[src/rtl/regfile_writeback.sv]
// Register-file writeback arbiter: ALU results take priority, load results wait
// in a small FIFO, and a pending scoreboard flags RAW hazards on outstanding loads.
module regfile_writeback #(
  parameter int unsigned WORD_LENGTH = 32,
  parameter int unsigned DEPTH       = 4
) (
  input  logic                     clk,
  input  logic                     rst,
  input  logic                     alu_valid,
  input  logic [4:0]               alu_rd,
  input  logic [WORD_LENGTH-1:0]   alu_data,
  input  logic                     mem_valid,
  input  logic [4:0]               mem_rd,
  input  logic [WORD_LENGTH-1:0]   mem_data,
  output logic                     mem_ready,
  input  logic                     issue_valid,
  input  logic [4:0]               issue_rd,
  input  logic [4:0]               chk_rs1,
  input  logic [4:0]               chk_rs2,
  output logic                     stall,
  output logic                     wb_enable,
  output logic [4:0]               wb_add,
  output logic [WORD_LENGTH-1:0]   wb_data,
  output logic [$clog2(DEPTH):0]   fifo_count
);

  localparam int unsigned PTR_W = $clog2(DEPTH);
  localparam int unsigned CNT_W = PTR_W + 1;

  typedef struct packed {
    logic [4:0]             rd;
    logic [WORD_LENGTH-1:0] data;
  } entry_t;

  entry_t           buf_q [DEPTH];
  logic [PTR_W-1:0] wr_ptr;
  logic [PTR_W-1:0] rd_ptr;
  logic [31:0]      pending;
  logic [31:0]      pending_nxt;
  entry_t           head;
  logic             push;
  logic             pop;

  assign head = buf_q[rd_ptr];

  always_comb begin
    mem_ready = (fifo_count < CNT_W'(DEPTH));
    push      = mem_valid & mem_ready;
    pop       = ~alu_valid & (fifo_count != '0);
    stall     = pending[chk_rs1] | pending[chk_rs2];
  end

  // Set wins over clear, so a reissue to the same rd stays pending.
  always_comb begin
    pending_nxt = pending;
    if (pop) pending_nxt[head.rd] = 1'b0;
    if (issue_valid && issue_rd != 5'd0) pending_nxt[issue_rd] = 1'b1;
    pending_nxt[0] = 1'b0;
  end

  // Storage needs no reset; validity is tracked by the pointers and count.
  always_ff @(posedge clk) begin
    if (rst && push) buf_q[wr_ptr] <= '{rd: mem_rd, data: mem_data};
  end

  always_ff @(posedge clk) begin
    if (!rst) begin
      wr_ptr     <= '0;
      rd_ptr     <= '0;
      fifo_count <= '0;
      pending    <= '0;
      wb_enable  <= 1'b0;
      wb_add     <= '0;
      wb_data    <= '0;
    end else begin
      if (push) wr_ptr <= wr_ptr + PTR_W'(1);
      if (pop)  rd_ptr <= rd_ptr + PTR_W'(1);
      fifo_count <= fifo_count + CNT_W'(push) - CNT_W'(pop);
      pending    <= pending_nxt;
      if (alu_valid) begin
        wb_enable <= (alu_rd != 5'd0);
        wb_add    <= alu_rd;
        wb_data   <= alu_data;
      end else if (pop) begin
        wb_enable <= (head.rd != 5'd0);
        wb_add    <= head.rd;
        wb_data   <= head.data;
      end else begin
        wb_enable <= 1'b0;
      end
    end
  end

endmodule

[config.mk]
export PLATFORM = sky130hd
export DESIGN_NAME = regfile_writeback
export DESIGN_NICKNAME = d
export VERILOG_FILES = /design/src/rtl/regfile_writeback.sv
export SDC_FILE = /design/constraint.sdc
export NUM_CORES = 1
export LEC_CHECK = 0
export CORE_AREA = 2 2 135 137
export CTS_CLUSTER_DIAMETER = 200
export DETAILED_ROUTE_END_ITERATION = 7
export DIE_AREA = 0 0 137 139
export DONT_BUFFER_PORTS = 1
export GPL_ROUTABILITY_DRIVEN = 0
export HOLD_SLACK_MARGIN = 0.1
export PLACE_DENSITY = 0.69
export SYNTH_ARGS = -nofsm -noshare
export SYNTH_HDL_FRONTEND = slang
export SYNTH_SLANG_ARGS = --single-unit
[constraint.sdc]
create_clock -name clk -period 5.6 [get_ports clk]
set_clock_uncertainty 0.05 [all_clocks]
set_input_delay 1.4 -clock clk [delete_from_list [all_inputs] [get_ports clk]]
set_output_delay 1.4 -clock clk [all_outputs]
set_load 0.01 [all_outputs]
* Word level (Yosys, flattened, before mapping)
Memories as Yosys holds them, arrays and structs flattened. A register that Yosys moved wholly into a read port is not among the register bits. Cells that the tools add are included.
Cells by class: add/sub/neg operators 4, magnitude comparators 7, muxes and demuxes 20, bitwise logic cells 7, reduce and logical (&&, ||, !) cells 9
Operators with widths (number):
- $mux 32 | 4
- $and 32x32->32 | 1
- $not 32->32 | 1
- $or 32x32->32 | 1
- $lt 5x6->1 const B | 4
- $reduce_bool 5->1 | 3
- $bmux 1 s5 | 2
- $demux 1 s5 | 2
- $ge 5x1->1 const B | 2
- $mux 5 | 2
- $mux 1 | 8
- $add 2x1->2 const B | 2
- $logic_and 1x1->1 | 4
- $mux 2 | 2
- $add 3x1->3 | 1
- $lt 3x3->1 const B | 1
- $reduce_bool 3->1 | 1
- $sub 3x1->3 | 1
- $and 1x1->1 | 2
- $reduce_bool 2->1 | 1
- $not 1->1 | 1
- $or 1x1->1 | 1
Word-level totals: bits in registers 77, RAM bits 148, input port bits 94, logic and storage cells 56, memories 1
Memory list:
- buf_q | words 4, width 37, rd ports 1, clocked after memory_dff 1, wr ports 1, line 35 | entry_t buf_q [DEPTH];

* Logic depth before layout (Yosys ltp)
word-level depth 9, mapped depth 9, gate-level depth less buffers 9

* Worst setup path before layout
No wires, ideal clock.
kind input -> output, start point in chk_rs2[2], end point out stall, data arrival time 2.730 ns, data required time 4.150 ns, setup slack 1.420 ns, stages on the path 6, path buffers 1, cells stage by stage clkbuf_1 mux4_2 mux2i_1 nor3b_1 a31oi_1 o2111ai_1
Between the ends: longest elaborated chain between the ends 3
Ends and longest elaborated chain:
- from (decl) | line 19 | input logic [4:0] chk_rs2,
- $bmux 1 s5 | line 50 | stall = pending[chk_rs1] | pending[chk_rs2];
- $mux 1 (not written as such) | line 50
- $or 1x1->1 | line 50
- to (decl) | line 20 | output logic stall,
No other way between the ends. The select of a mux whose other input is x is not followed.

* Final worst setup path
start point in chk_rs2[0], end point out stall
The elaborated chain is that of the path after synthesis.

==> results summary <==
The flow ran to the end, and the final reports show no timing, DRC or antenna violations. After the first detailed-routing iteration, the DRC count stood at roughly 340. The cell taking the most area after synthesis is edfxtp_1. The instance count along the most critical hold path is 1. The synthesized netlist net count is ~730. STA classifies the critical path endpoint as an output port. The core area came out at between 15000 and 20000 µm². For hold timing, the worst endpoint is pending[17]. The number of buffers inserted by hold repair at cts is 0. The die span in y is 139 µm. For this run, the leading register cell type out of synthesis is edfxtp_1. Ranked by total cell area, the synthesized netlist is headed by edfxtp_1 (47%), dfxtp_1 (17%), mux4_2 (12%). The total of cells resized after clock tree synthesis is 0. The clock sink count is 226. The first global-routing pass estimated a little under 30000 µm of wire. The category of the critical setup timing path is input port to output port. The worst IR drop on VDD is 0.000278 V. The effective utilization at floorplan is a little over half. The total of endpoints with negative setup slack in the final report came out at 0.

Summed over its instances, the top area cell type makes up a little under half of the synthesized netlist area. The static leakage is approximately 3.5 nW. The worst path required time is ~4.2 ns. The power density normalized to cell area came out at 423 nW/µm².

In this run the tool buffered the top-level ports with 0 buffer cells. The post-route netlist has between 10% and 20% of its cells at a drive strength greater than 1. The path class of the tightest hold or removal check is flop to flop. The yosys synthesis warning count came out at 0. The H-tree depth came out at 1. The final-report max-slew violation count was 0.

The number of top-level pins came out at about 140. After routing the design area is just over 10000 µm². For this run, the total global-route usage over all layers was measured as between 10% and 20%. The final total negative setup slack came out at 0 ns. The die footprint is approximately 19000 µm². The post-layout net count is around 720. TritonCTS built the clock tree.

Clock tree synthesis selected as its root buffer the cell clkbuf_16. The post-layout instance count excluding filler cells came out at 866. The pre-antenna-repair detailed-routing pass consisted of 4 iterations. The number of hold-slack violations in the final timing report came out at 0. The cell count after synthesis came out at roughly 630.

The number of remaining DRC errors is 0. The wire length reported by the detailed router came out at between 15000 and 20000 µm. The fraction of registers with async set or reset after synthesis came out at 0%. The number of synthesized flops with an enable pin is 148. The length in cells of the worst reg-to-reg path came out at 10.

The total of flip-flops plus latches after synthesis came out at ~230. The highest attainable clock frequency came out at roughly 250 MHz. The deepest clock path buffer count came out at 3.

The post-route clock period utilization came out at a little under three quarters. The total power is ~4.4 mW. The average size of a mapped cell came out at roughly 15 µm². The pin count of the biggest net entering global routing came out at 89.

The number of placed cells counting well taps came out at about 830. The vias per cell is just over 6. The worst register-to-register path begins at fifo_count[2]. The clock latency at the later pin of the worst-skew pair came out at approximately 0.49 ns.

The width of the die came out at about 140 µm. The standard cell area after detailed placement is just under 10000 µm². The synthesis-to-finish area growth is 9.49%. The register-to-register setup slack is between 2 and 3 ns. The mapped netlist covers 9460 µm². Max-cap violations in this run came to 0. Sequential cells were found to cover between 60% and 70% of the synthesized design area. The count of nets left with antenna violations once routing finished came out at 0.

TritonCTS created 23 clock buffers. 0 antenna diodes ended up in the layout. The worst relative slew slack is between 30 and 40%. The endpoint of the lowest-slack register-to-register path is fifo_count[2]. The maximum fanout along the worst path came out at 5.

Summed over all nets, the half-perimeter wirelength after detailed placement is between 10000 and 15000 µm. The number of global-route vias before repair came out at roughly 5400. Global routing finished with a remaining overflow of 0. The clock transition at the registers of the reported paths came out at around 0.06 ns.

For the pin with the worst max-slew slack, the measured transition is around 1.0 ns. Subtracting the final worst setup slack from the clock period gives ~4.0 ns. The number of placement rows came out at 49. The nature of the critical path startpoint is an input port. Setup repair after global routing left no endpoint under its margin. Synthesis instantiated 47 different standard cells from the library. The initial antenna violation count came out at 0. The launch point of the worst hold path is pending[17]. The final route contains about 5300 vias. Post-CTS timing repair inserted 0 buffers for setup. The wire length per cell is 21.4 µm. The data arrival time at the worst-slack endpoint came out at approximately 2.5 ns.
[cell usage in the layout (no fill, tap or decap), types with 6 or more instances in the layout]
master     count
o21ai_0       55
mux4_2        51
o211ai_1      17
nand2_1       57
inv_1          6
a32o_1        15
clkbuf_16     23
mux2i_1       40
edfxtp_1     148
and2_1        44
nand3b_1       8
nor2_1         7
dfxtp_1       76
[state kept, by name (all words and copies together) (netlist names), named ones only]
register,count
buf_q,148
wb_data,32
pending,31
wb_add,5
fifo_count,3
rd_ptr,2
wr_ptr,2
wb_enable,1
[how the worst max path moves through the flow]
| stage | slack, ns | from | endpoint |
|---|---|---|---|
| 2_1_floorplan | 1.42 | chk_rs2[2] | stall |
| 3_3_place_gp | 1.65 | chk_rs2[0] | stall |
| 3_5_place_dp | 1.61 | chk_rs2[0] | stall |
| 4_1_cts | 1.61 | chk_rs2[0] | stall |
| 5_1_grt | 1.58 | chk_rs2[0] | stall |
| 6_report | 1.62 | chk_rs2[0] | stall |
[power breakdown]
group	switching [mW]	leakage, nW	total [mW]	internal [mW]
registers	0.160	1.98	2.07	1.91
logic	0.376	1.10	0.792	0.416
clock network	0.597	0.367	1.52	0.919
total	1.13	3.45	4.38	3.24
[kinds of logic (layout without fill, tap and decap cells)]
logic type               count (synthesis)  in the layout  synth area share [%]
flip-flops                             226            226                  63.5
AO/OA/AOI/OAI                           96             96                  6.50
AND/OR/NAND/NOR                        161            161                  9.98
multiplexers                            93             93                  16.6
XOR/XNOR                                 6              6                 0.556
buffers and inverters                   44             49                  1.98
adder cells (fa/ha/maj)                  6              6                 0.873
[critical path, cell delays in order]
cell and delay, ns:
mux4_2 0.46, mux2_2 0.28, a31oi_1 0.18, o2111ai_1 0.21
[final cells by class]
cell class              count  area [µm²]
clock buffers              30         622
clock inverters            11         131
fillers                  1362        7300
inverters                   6        22.5
multi-input cells         362        3270
flip-flops and latches    226        6010
well taps                 229         287
repair buffers              2        15.0
[cells in the mapped netlist, types with 2 or more instances]
cell type / instances
nor2_1: 7
nand2b_1: 2
o21ai_0: 55
nor2b_1: 5
buf_1: 4
nor3b_1: 4
nor3b_2: 3
edfxtp_1: 148
xnor2_1: 4
a21oi_1: 3
mux2_2: 2
nor3_4: 2
ha_1: 5
clkbuf_1: 25
nand3b_1: 8
buf_2: 5
a32o_1: 15
inv_1: 6
mux4_2: 51
buf_4: 2
nor3_1: 4
and3b_1: 2
nand2_1: 57
and2_1: 44
o211ai_1: 17
mux2i_1: 40
dfxtp_1: 78
nand4b_1: 3
or4_1: 2
and3_1: 6
xor2_1: 2
nand4_1: 2
nand3_1: 5
[through the flow]
stage	setup WS [ns]	hold WS (ns)	utilization (%)
3_5_place_dp	1.61	0.475	54.4
6_report	1.62	0.495	58.6
2_1_floorplan	1.42	0.424	-
3_3_place_gp	1.65	0.475	54.4
5_1_grt	1.58	0.519	58.6
4_1_cts	1.61	0.490	58.6
[routing by layer]
| layer | global-route usage, % | vias up | share of wire [%] |
|---|---|---|---|
| met3 | 5.48 | 25 | 7.5 |
| li1 | - | 2417 | - |
| met5 | 0 | - | 0 |
| met2 | 33.7 | 169 | 51 |
| met1 | 24.5 | 2646 | 40 |
| met4 | 4.67 | 0 | 1.4 |
Power figures use the tool's default switching activity.
